--- config.mk ---
export PLATFORM = sky130hd
export DESIGN_NAME = sine_analyzer_flat
export DESIGN_NICKNAME = d
export VERILOG_FILES = /design/src/rtl/sine_pkg.sv /design/src/rtl/sine_analyzer_if.sv /design/src/rtl/sine_xing_det.sv /design/src/rtl/sine_analyzer.sv /design/src/flat_wrapper.sv
export SDC_FILE = /design/constraint.sdc
export NUM_CORES = 1
export LEC_CHECK = 0
export ABC_AREA = 0
export CORE_MARGIN = 10
export CORE_UTILIZATION = 54
export DETAILED_ROUTE_END_ITERATION = 7
export GPL_ROUTABILITY_DRIVEN = 0
export PLACE_DENSITY = 0.78
export SLEW_MARGIN = 20
export SYNTH_ARGS = -nofsm -noshare
export SYNTH_HDL_FRONTEND = slang
export SYNTH_SLANG_ARGS = --single-unit
--- constraint.sdc ---
create_clock -name clk -period 3.55 [get_ports clk]
set_clock_uncertainty 0.2 [all_clocks]
set_input_delay 0.71 -clock clk [delete_from_list [all_inputs] [get_ports clk]]
set_output_delay 0.71 -clock clk [all_outputs]
set_load 0.01 [all_outputs]
--- src/rtl/sine_pkg.sv ---
// Shared constants and enums for the sine generator/analyzer pair.
package sine_pkg;

    localparam int DATA_W = 8;
    localparam int MID    = 128;

    typedef enum logic [1:0] {
        SEARCH  = 2'd0,
        ARM     = 2'd1,
        MEASURE = 2'd2
    } state_e;

    typedef enum logic {
        LO = 1'b0,
        HI = 1'b1
    } pol_e;

endpackage

--- src/rtl/sine_analyzer_if.sv ---
// Sample stream in, period/peak measurement results out.
interface sine_analyzer_if #(
    parameter int DATA_W   = 8,
    parameter int PERIOD_W = 16
);
    logic [DATA_W-1:0]   sample_in;
    logic                sample_valid;
    logic [PERIOD_W-1:0] period_out;
    logic [DATA_W-1:0]   max_out;
    logic [DATA_W-1:0]   min_out;
    logic                result_valid;
    logic                locked;
    logic                timeout;

    modport master (
        output sample_in, sample_valid,
        input  period_out, max_out, min_out, result_valid, locked, timeout
    );

    modport slave (
        input  sample_in, sample_valid,
        output period_out, max_out, min_out, result_valid, locked, timeout
    );
endinterface

--- src/rtl/sine_xing_det.sv ---
// Hysteresis polarity tracker; flags rising mid-scale crossings on valid beats.
module sine_xing_det
    import sine_pkg::*;
#(
    parameter int DATA_W = 8,
    parameter int MID    = 128,
    parameter int HYST   = 4
) (
    input  logic              clk,
    input  logic              rst,
    input  logic [DATA_W-1:0] sample_i,
    input  logic              valid_i,
    input  logic              clear_i,
    output logic              rise_o,
    output logic              pol_valid_o
);

    localparam logic [DATA_W-1:0] HI_TH = DATA_W'(MID + HYST);
    localparam logic [DATA_W-1:0] LO_TH = DATA_W'(MID - HYST);

    pol_e pol_q, pol_d;
    logic pol_valid_q, pol_valid_d;
    logic hi_s, lo_s;

    assign hi_s = (sample_i >= HI_TH);
    assign lo_s = (sample_i <= LO_TH);

    // Next polarity: in-band samples leave pol untouched; clear forgets it entirely.
    always_comb begin
        pol_d       = pol_q;
        pol_valid_d = pol_valid_q;
        if (clear_i) begin
            pol_valid_d = 1'b0;
        end else if (valid_i && hi_s) begin
            pol_d       = HI;
            pol_valid_d = 1'b1;
        end else if (valid_i && lo_s) begin
            pol_d       = LO;
            pol_valid_d = 1'b1;
        end else begin
            pol_d       = pol_q;
        end
    end

    assign rise_o      = valid_i && pol_valid_q && (pol_q == LO) && hi_s;
    assign pol_valid_o = pol_valid_d;

    // Polarity state registers.
    always_ff @(posedge clk) begin
        if (rst) begin
            pol_q       <= LO;
            pol_valid_q <= 1'b0;
        end else begin
            pol_q       <= pol_d;
            pol_valid_q <= pol_valid_d;
        end
    end

endmodule

--- src/rtl/sine_analyzer.sv ---
// Measures period, peaks and lock of an offset-binary sample stream.
module sine_analyzer
    import sine_pkg::*;
#(
    parameter int DATA_W     = sine_pkg::DATA_W,
    parameter int MID        = sine_pkg::MID,
    parameter int HYST       = 4,
    parameter int PERIOD_W   = 16,
    parameter int MAX_PERIOD = 65535,
    parameter int LOCK_TOL   = 1
) (
    input  logic           clk,
    input  logic           rst,
    sine_analyzer_if.slave bus
);

    localparam logic [PERIOD_W:0] LIMIT = (PERIOD_W+1)'(MAX_PERIOD);
    localparam logic [PERIOD_W:0] TOL   = (PERIOD_W+1)'(LOCK_TOL);

    state_e              state_q, state_d;
    logic [PERIOD_W-1:0] cnt_q, cnt_d, prev_q, prev_d, period_q, period_d;
    logic                prev_valid_q, prev_valid_d;
    logic [DATA_W-1:0]   max_acc_q, max_acc_d, min_acc_q, min_acc_d;
    logic [DATA_W-1:0]   max_q, max_d, min_q, min_d;
    logic                rv_q, rv_d, locked_q, locked_d, to_q, to_d;

    logic              valid_s, rise_s, pol_valid_s, lim_hit_s;
    logic [DATA_W-1:0] smp_s;
    logic [PERIOD_W:0] diff_s;

    assign valid_s = bus.sample_valid;
    assign smp_s   = bus.sample_in;

    sine_xing_det #(
        .DATA_W (DATA_W),
        .MID    (MID),
        .HYST   (HYST)
    ) u_xing (
        .clk         (clk),
        .rst         (rst),
        .sample_i    (smp_s),
        .valid_i     (valid_s),
        .clear_i     (lim_hit_s),
        .rise_o      (rise_s),
        .pol_valid_o (pol_valid_s)
    );

    // A crossing on the limit beat wins, so only non-crossing samples can time out.
    assign lim_hit_s = valid_s && !rise_s && (state_q != SEARCH)
                       && (({1'b0, cnt_q} + {{PERIOD_W{1'b0}}, 1'b1}) == LIMIT);
    assign diff_s    = (cnt_q >= prev_q) ? ({1'b0, cnt_q} - {1'b0, prev_q})
                                         : ({1'b0, prev_q} - {1'b0, cnt_q});

    // Next-state logic for the search/arm/measure sequence.
    always_comb begin
        state_d      = state_q;
        cnt_d        = cnt_q;
        prev_d       = prev_q;
        prev_valid_d = prev_valid_q;
        max_acc_d    = max_acc_q;
        min_acc_d    = min_acc_q;
        period_d     = period_q;
        max_d        = max_q;
        min_d        = min_q;
        locked_d     = locked_q;
        rv_d         = 1'b0;
        to_d         = 1'b0;
        if (!valid_s) begin
            state_d = state_q;
        end else if (state_q == SEARCH) begin
            if (pol_valid_s) begin
                state_d = ARM;
                cnt_d   = '0;
            end else begin
                state_d = SEARCH;
            end
        end else if (rise_s) begin
            if (state_q == MEASURE) begin
                period_d     = cnt_q;
                max_d        = max_acc_q;
                min_d        = min_acc_q;
                rv_d         = 1'b1;
                locked_d     = prev_valid_q && (diff_s <= TOL);
                prev_d       = cnt_q;
                prev_valid_d = 1'b1;
            end else begin
                rv_d = 1'b0;
            end
            state_d   = MEASURE;
            cnt_d     = {{(PERIOD_W-1){1'b0}}, 1'b1};
            max_acc_d = smp_s;
            min_acc_d = smp_s;
        end else if (lim_hit_s) begin
            to_d         = 1'b1;
            locked_d     = 1'b0;
            prev_valid_d = 1'b0;
            state_d      = SEARCH;
        end else begin
            cnt_d     = cnt_q + {{(PERIOD_W-1){1'b0}}, 1'b1};
            max_acc_d = (smp_s > max_acc_q) ? smp_s : max_acc_q;
            min_acc_d = (smp_s < min_acc_q) ? smp_s : min_acc_q;
        end
    end

    // State and output registers; reset discards any partial period.
    always_ff @(posedge clk) begin
        if (rst) begin
            state_q      <= SEARCH;
            cnt_q        <= '0;
            prev_q       <= '0;
            prev_valid_q <= 1'b0;
            max_acc_q    <= '0;
            min_acc_q    <= '0;
            period_q     <= '0;
            max_q        <= '0;
            min_q        <= '0;
            rv_q         <= 1'b0;
            locked_q     <= 1'b0;
            to_q         <= 1'b0;
        end else begin
            state_q      <= state_d;
            cnt_q        <= cnt_d;
            prev_q       <= prev_d;
            prev_valid_q <= prev_valid_d;
            max_acc_q    <= max_acc_d;
            min_acc_q    <= min_acc_d;
            period_q     <= period_d;
            max_q        <= max_d;
            min_q        <= min_d;
            rv_q         <= rv_d;
            locked_q     <= locked_d;
            to_q         <= to_d;
        end
    end

    assign bus.period_out   = period_q;
    assign bus.max_out      = max_q;
    assign bus.min_out      = min_q;
    assign bus.result_valid = rv_q;
    assign bus.locked       = locked_q;
    assign bus.timeout      = to_q;

endmodule

--- src/flat_wrapper.sv ---
// flat-port wrapper written by rule: the top's interface ports become plain ports
module sine_analyzer_flat import sine_pkg::*;
#(
    parameter int DATA_W     = sine_pkg::DATA_W,
    parameter int MID        = sine_pkg::MID,
    parameter int HYST       = 4,
    parameter int PERIOD_W   = 16,
    parameter int MAX_PERIOD = 65535,
    parameter int LOCK_TOL   = 1
)
  (clk, rst, bus_sample_in, bus_sample_valid, bus_period_out, bus_max_out, bus_min_out, bus_result_valid, bus_locked, bus_timeout);
  sine_analyzer_if #(.DATA_W(DATA_W), .PERIOD_W(PERIOD_W)) bus_i ();
  input  logic clk;
  input  logic rst;
  input wire logic [$bits(bus_i.sample_in)-1:0] bus_sample_in;
  input wire logic [$bits(bus_i.sample_valid)-1:0] bus_sample_valid;
  output wire logic [$bits(bus_i.period_out)-1:0] bus_period_out;
  output wire logic [$bits(bus_i.max_out)-1:0] bus_max_out;
  output wire logic [$bits(bus_i.min_out)-1:0] bus_min_out;
  output wire logic [$bits(bus_i.result_valid)-1:0] bus_result_valid;
  output wire logic [$bits(bus_i.locked)-1:0] bus_locked;
  output wire logic [$bits(bus_i.timeout)-1:0] bus_timeout;
  assign bus_i.sample_in = bus_sample_in;
  assign bus_i.sample_valid = bus_sample_valid;
  assign bus_period_out = bus_i.period_out;
  assign bus_max_out = bus_i.max_out;
  assign bus_min_out = bus_i.min_out;
  assign bus_result_valid = bus_i.result_valid;
  assign bus_locked = bus_i.locked;
  assign bus_timeout = bus_i.timeout;
  sine_analyzer #(.DATA_W(DATA_W), .MID(MID), .HYST(HYST), .PERIOD_W(PERIOD_W), .MAX_PERIOD(MAX_PERIOD), .LOCK_TOL(LOCK_TOL)) u_core (.clk(clk), .rst(rst), .bus(bus_i));
endmodule
==> impl_metrics.env, run 1 <==
export IMPL_vias=5851
export IMPL_cts_buffers=9
export IMPL_nets=860
export IMPL_synth_area_leaders="dfxtp_1 (26%), ha_1 (11%), a21oi_1 (8.1%)"
export IMPL_drt_first_pass_iters=6
export IMPL_antenna_cells=0
export IMPL_final_area_um2=6680
export IMPL_clockBufferDepth=2
export IMPL_cp_max_fo=7
export IMPL_grt_first_pass_wirelength_um=26500
export IMPL_cp_top_family="compound AO/OA/AOI/OAI gates"
export IMPL_path_clk_slew_ns=0.07
export IMPL_root_buffer="clkbuf_8"
export IMPL_synth_flop_cell="dfxtp_1"
export IMPL_critical_path_buf_inv_count=0
export IMPL_synth_top_area_share_pct=26.4
export IMPL_synth_edf_count=0
export IMPL_netlist_instances=725
export IMPL_startpoint_type="flip-flop"
export IMPL_postSynth_asyncResetShare_pct=0
export IMPL_grt_usage_pct=21.5
export IMPL_seq_area_frac_synth_pct=26.4
export IMPL_required_ns=3.60
export IMPL_finalWirelength_um=16200
export IMPL_finalHoldViolCount=0
export IMPL_h_tree_depth=3
export IMPL_period_share_pct=99.9
export IMPL_dp_hpwl_um=11900
export IMPL_crit_path_top_delay_cell="or4b_4"
export IMPL_synth_seq_cells=72
export IMPL_maxCapViolCount=0
export IMPL_avgViaCountPerCell=6.25
export IMPL_syn_cell_area_um2=5470
export IMPL_status="completed"
export IMPL_leakage_nw=2.59
export IMPL_area_growth_syn_to_layout_pct=22.2
export IMPL_antenna_left=0
export IMPL_vdd_drop_max_uv=269
export IMPL_maxSlewHeadroom_pct=49.6
export IMPL_die_h_um=121
export IMPL_grt_setup_unrepaired="true"
export IMPL_min_period_ns=3.55
export IMPL_ios=46
export IMPL_yosysTopAreaCell="dfxtp_1"
export IMPL_worstSetupEndpointType="flip-flop"
export IMPL_grt_max_degree=73
export IMPL_core_area_um2=9820
export IMPL_clk_latency_ns=0.36
export IMPL_nFillCells=861
export IMPL_die_x_um=121
export IMPL_grt_pass1_vias=5562
export IMPL_yosys_warnings=0
export IMPL_synth_nets=787
export IMPL_fmax_mhz=282
export IMPL_dieArea_um2=14500
export IMPL_p_per_area_nw_per_um2=247
export IMPL_synth_cell_types=76
export IMPL_setup_tns_ns=0
export IMPL_setup_viol=0
export IMPL_avgSynthCellArea_um2=7.54
export IMPL_path_cells="ha_1 -> a21o_1 -> a31o_1 -> nor3_1 -> xnor2_1 -> a2111oi_2 -> a221oi_1 -> a211o_1 -> or4b_4 -> o41ai_1"
export IMPL_wire_per_inst_um=17.4
export IMPL_cts_tree="done"
export IMPL_start_util_pct=55.7
export IMPL_place_area_um2=6280
export IMPL_hold_class="reg -> reg"
export IMPL_drtIter0Drc=939
export IMPL_port_buffers=45
export IMPL_power_mw=1.65
export IMPL_num_rows=36
export IMPL_critPathKind="reg -> reg"
export IMPL_antenna_found_initial=0
export IMPL_drc_errors=0
export IMPL_grt_ovfl_total=0
export IMPL_max_stage_delay_ns=0.50
export IMPL_clock_sinks=72
export IMPL_cp_data_arrival_time_ns=3.60
export IMPL_worst_pin_slew_ns=0.751
export IMPL_final_layout_size_suffix_gt1_share_pct=15.6
export IMPL_slew_violations=0
export IMPL_postLayoutCoreUtil_pct=68.0
## final timing paths
kind                      endpoint  slack, ns                   from  cells past startpoint
max              u_core.bus.locked      0.003        u_core.cnt_q[9]                     10
min          u_core.bus.min_out[6]       0.26  u_core.bus.min_out[6]                      2
min reg2reg  u_core.bus.min_out[6]       0.26  u_core.bus.min_out[6]                      2
max reg2reg      u_core.bus.locked      0.003        u_core.cnt_q[9]                     10
## report_power, final
| part | internal, mW | total, mW | switching [mW] | leakage [nW] |
|---|---|---|---|---|
| clock network | 0.361 | 0.663 | 0.302 | 0.103 |
| logic | 0.0711 | 0.167 | 0.0957 | 1.91 |
| registers | 0.815 | 0.822 | 0.00689 | 0.584 |
| total | 1.25 | 1.65 | 0.405 | 2.59 |
## kinds of logic (layout without fill, tap and decap cells)
group           Yosys count  after routing  share of synthesized area (%)
xor+xnor                 14             14                           2.24
simple gates            254            254                           22.5
flops                    72             72                           26.4
mux                      19             19                           3.48
buf+inv                  97            175                           7.58
fa+ha+maj                51             51                           11.9
compound gates          218            218                           25.8
## sequential cells by signal, indices dropped and copies added, names as in the netlist
name / cells
u_core.u_xing.pol_valid_q: 1
u_core.max_acc_q: 8
u_core.cnt_q: 16
u_core.prev_q: 16
u_core.bus.min_out: 8
u_core.bus.max_out: 8
u_core.bus.timeout: 1
u_core.min_acc_q: 8
u_core.bus.locked: 1
u_core.bus.result_valid: 1
u_core.prev_valid_q: 1
u_core.state_q: 2
u_core.u_xing.pol_q: 1
## worst register-to-register path, cell delays in order, from the launching register on
cell,delay (ns)
dfxtp_1,0.48
ha_1,0.38
a21o_1,0.25
a31o_1,0.30
nor3_1,0.32
xnor2_1,0.15
a2111oi_2,0.38
a221oi_1,0.16
a211o_1,0.25
or4b_4,0.50
o41ai_1,0.08
## what timing repair did
item	4_1_cts	5_1_grt
hold buffers	0	0
endpoints found under the setup margin	1	14
resized for setup	4	37
setup buffers	0	4
pin swaps	1	5
gates cloned	0	0
## synthesized netlist by cell type, drive strengths merged (15+ instances only)
cell / count
clkbuf: 19
buf: 20
o21ai: 34
a21oi: 92
inv: 58
dfxtp: 72
nand3: 23
nand2: 90
ha: 49
mux2i: 19
nor3: 15
nor2: 55
## through the flow
step | hold WS (ns) | setup WS, ns | std cells
floorplan | 0.244 | 0.230 | 725
global placement | 0.244 | 0.0965 | 916
detailed placement | 0.248 | -0.00329 | 916
CTS | 0.258 | 0.000639 | 932
global route | 0.282 | -0.0961 | 936
finish | 0.255 | 0.00284 | 936
## cell usage in the layout, fill, tap and decap left out, drive strengths merged, types with 5 or more instances in the layout
| cell type | Yosys | layout |
|---|---|---|
| a21oi | 92 | 92 |
| nand2 | 90 | 90 |
| dfxtp | 72 | 72 |
| inv | 58 | 58 |
| buf | 20 | 57 |
| nor2 | 55 | 55 |
| ha | 49 | 49 |
| clkdlybuf4s50 | 0 | 44 |
| o21ai | 34 | 34 |
| nand3 | 23 | 23 |
| mux2i | 19 | 19 |
| nor3 | 15 | 15 |
| a21o | 14 | 14 |
| a31oi | 14 | 14 |
| clkbuf | 19 | 13 |
| and3 | 12 | 12 |
| nand4 | 12 | 12 |
| xnor2 | 9 | 9 |
| nor2b | 9 | 9 |
| o21a | 7 | 7 |
| nor4 | 7 | 7 |
| or3 | 7 | 7 |
| nand2b | 6 | 6 |
| xor2 | 5 | 5 |
## layout make-up
cell class | instances | area [um^2] | area share, %
clock buffers | 13 | 159 | 2.38
flip-flops and latches | 72 | 1450 | 21.7
repair buffers | 101 | 866 | 13.0
clock inverters | 3 | 40.0 | 0.599
inverters | 58 | 218 | 3.26
well taps | 133 | 166 | 2.49
multi-input cells | 556 | 3780 | 56.6
## per-layer routing
metal	share of wire, %	GRT usage [%]
met1	40	25.4
met2	48	37.1
met3	8.2	3.82
met4	3.6	9.80
met5	0	0
Note: power is estimated with default switching activity, not from simulation.
==> inputs of run 2 (changes only) <==
Settings changed: CTS_CLUSTER_DIAMETER from default to 50.
==> results of run 2 <==
Final layout, timing and power as in run 1 (identical DEF).
==> inputs of run 3 (changes only) <==
Settings changed: CORE_UTILIZATION 54 to 55, CTS_CLUSTER_SIZE from default to 8, MAX_ROUTING_LAYER from default to met4, PLACE_DENSITY 0.78 to 0.76.
Clock period 3.55 ns to 4.3 ns, I/O delays scaled along.
==> impl_metrics.env, run 3 (synthesis gave the netlist of run 1 again) <==
export IMPL_drtIter0Drc=559
export IMPL_grt_ovfl_total=0
export IMPL_status="completed"
export IMPL_max_stage_delay_ns=0.49
export IMPL_grt_usage_pct=21.0
export IMPL_cts_buffers=9
export IMPL_leakage_nw=2.37
export IMPL_path_depth=12
export IMPL_reg2reg_from="u_core.cnt_q[0]"
export IMPL_maxSlewHeadroom_pct=50.1
export IMPL_hold_class="reg -> reg"
export IMPL_path_cells="ha_1 -> inv_1 -> fa_1 -> a21o_1 -> o2bb2ai_1 -> o41a_1 -> a311oi_1 -> and3_1 -> o21ai_0 -> a2111oi_0 -> or4b_1 -> o41ai_1"
export IMPL_final_layout_size_suffix_gt1_share_pct=6.94
export IMPL_antenna_left=0
export IMPL_hold_path_depth=2
export IMPL_cts_repair_resized=0
export IMPL_setup_tns_ns=0
export IMPL_worst_pin_slew_ns=0.749
export IMPL_critical_path_buf_inv_count=1
export IMPL_vias=5419
export IMPL_die_x_um=120
export IMPL_grt_pass1_vias=5212
export IMPL_start_util_pct=56.2
export IMPL_h_tree_depth=3
export IMPL_drc_errors=0
export IMPL_hold_path_startpoint="u_core.bus.min_out[4]"
export IMPL_cts_tree="done"
export IMPL_net_switching_power_mw=0.354
export IMPL_clk_latency_ns=0.36
export IMPL_cp_data_arrival_time_ns=3.90
export IMPL_p_per_area_nw_per_um2=217
export IMPL_r2r_slack_ns=0.45
export IMPL_dieArea_um2=14300
export IMPL_antenna_cells=0
export IMPL_setup_viol=0
export IMPL_hold_buffers=0
export IMPL_die_h_um=120
export IMPL_worstSetupEndpointType="flip-flop"
export IMPL_grt_setup_unrepaired="false"
export IMPL_startpoint_type="flip-flop"
export IMPL_slew_violations=0
export IMPL_postCtsSetupBuffers=0
export IMPL_hold_end="u_core.bus.min_out[4]"
export IMPL_cp_top_family="compound AO/OA/AOI/OAI gates"
export IMPL_vdd_drop_max_uv=170
export IMPL_drt_first_pass_iters=5
export IMPL_final_cell_mix="nand2_1 (90), a21oi_1 (88), dfxtp_1 (72), inv_1 (58), nor2_1 (55)"
export IMPL_root_buffer="clkbuf_8"
export IMPL_sw_frac_of_total_pct=26.2
export IMPL_path_clk_slew_ns=0.08
export IMPL_core_area_um2=9730
export IMPL_pwr_share_comb_pct=9.1
export IMPL_wire_per_inst_um=16.4
export IMPL_reg2regPathDepth=12
export IMPL_ios=46
export IMPL_critPathKind="reg -> reg"
export IMPL_reg2reg_to="u_core.bus.locked"
export IMPL_num_rows=36
export IMPL_seqPwrFrac_pct=50.4
export IMPL_cp_max_fo=8
export IMPL_finalHoldViolCount=0
export IMPL_fmax_mhz=260
export IMPL_port_buffers=45
export IMPL_p_int_mw=0.994
export IMPL_avgViaCountPerCell=6.04
export IMPL_dp_hpwl_um=11000
export IMPL_min_period_ns=3.85
export IMPL_grt_max_degree=73
export IMPL_crit_path_top_delay_cell="dfxtp_1"
export IMPL_reg_top3="u_core.cnt_q: 16 flops, u_core.prev_q: 16 flops"
export IMPL_clock_sinks=72
export IMPL_final_common_cell="nand2_1"
export IMPL_antenna_found_initial=0
export IMPL_grt_first_pass_wirelength_um=24800
export IMPL_finalWirelength_um=14700
export IMPL_period_share_pct=89.4
export IMPL_area_growth_syn_to_layout_pct=13.6
export IMPL_required_ns=4.36
export IMPL_clockBufferDepth=2
export IMPL_maxCapViolCount=0
export IMPL_clkPwrFrac_pct=40.5
export IMPL_nets=821
export IMPL_power_mw=1.35
-- run 3: per-stage QoR --
step | cells | hold WS, ns | instance area [um^2] | setup slack (ns) | util [%]
final | 897 | 0.255 | 6210 | 0.454 | 63.8
after global routing | 897 | 0.284 | 6210 | 0.276 | 63.8
after CTS | 897 | 0.259 | 6210 | 0.564 | 63.8
after detailed placement | 881 | 0.248 | 6010 | 0.519 | 61.8
after global placement | 881 | 0.245 | 6010 | 0.532 | 61.8
after floorplan | 725 | 0.244 | 5470 | 0.980 | -
-- run 3: power groups by stage --
| stage | sequential [mW] | combinational (mW) | clock, mW |
|---|---|---|---|
| 4_1_cts | 0.679 | 0.121 | 0.554 |
| 6_report | 0.679 | 0.122 | 0.546 |
| 2_1_floorplan | 0.692 | 0.0802 | 0 |
| 5_1_grt | 0.680 | 0.137 | 0.576 |
| 3_3_place_gp | 0.694 | 0.118 | 0 |
| 3_5_place_dp | 0.694 | 0.120 | 0 |
-- run 3: worst max-delay path by stage --
stage / end / startpoint / slack (ns)
after floorplan: u_core.bus.locked / u_core.cnt_q[0] / 0.98
after global placement: u_core.max_acc_q[3] / bus_sample_in[2] / 0.53
after detailed placement: u_core.max_acc_q[1] / bus_sample_in[2] / 0.52
after CTS: u_core.bus.locked / u_core.cnt_q[0] / 0.56
after global routing: u_core.bus.locked / u_core.cnt_q[0] / 0.28
final: u_core.bus.locked / u_core.cnt_q[0] / 0.45
-- run 3: layout make-up --
cell class / count / area (um^2)
well taps: 133 / 166
fillers: 882 / 3520
clock inverters: 6 / 67.6
inverters: 58 / 218
multi-input cells: 556 / 3620
clock buffers: 10 / 128
repair buffers: 62 / 573
flip-flops and latches: 72 / 1440
-- run 3: worst min-delay path: stages (launching register included) --
cell	delay [ns]
dfxtp_1	0.31
nand2_1	0.05
a21oi_1	0.05
-- run 3: metal layers --
metal	vias up	global-route usage [%]	wire length, um
li1	2643	-	-
met1	2556	25.2	6420
met2	189	34.7	7040
met3	31	2.86	855
met4	0	8.60	359
met5	-	-	0
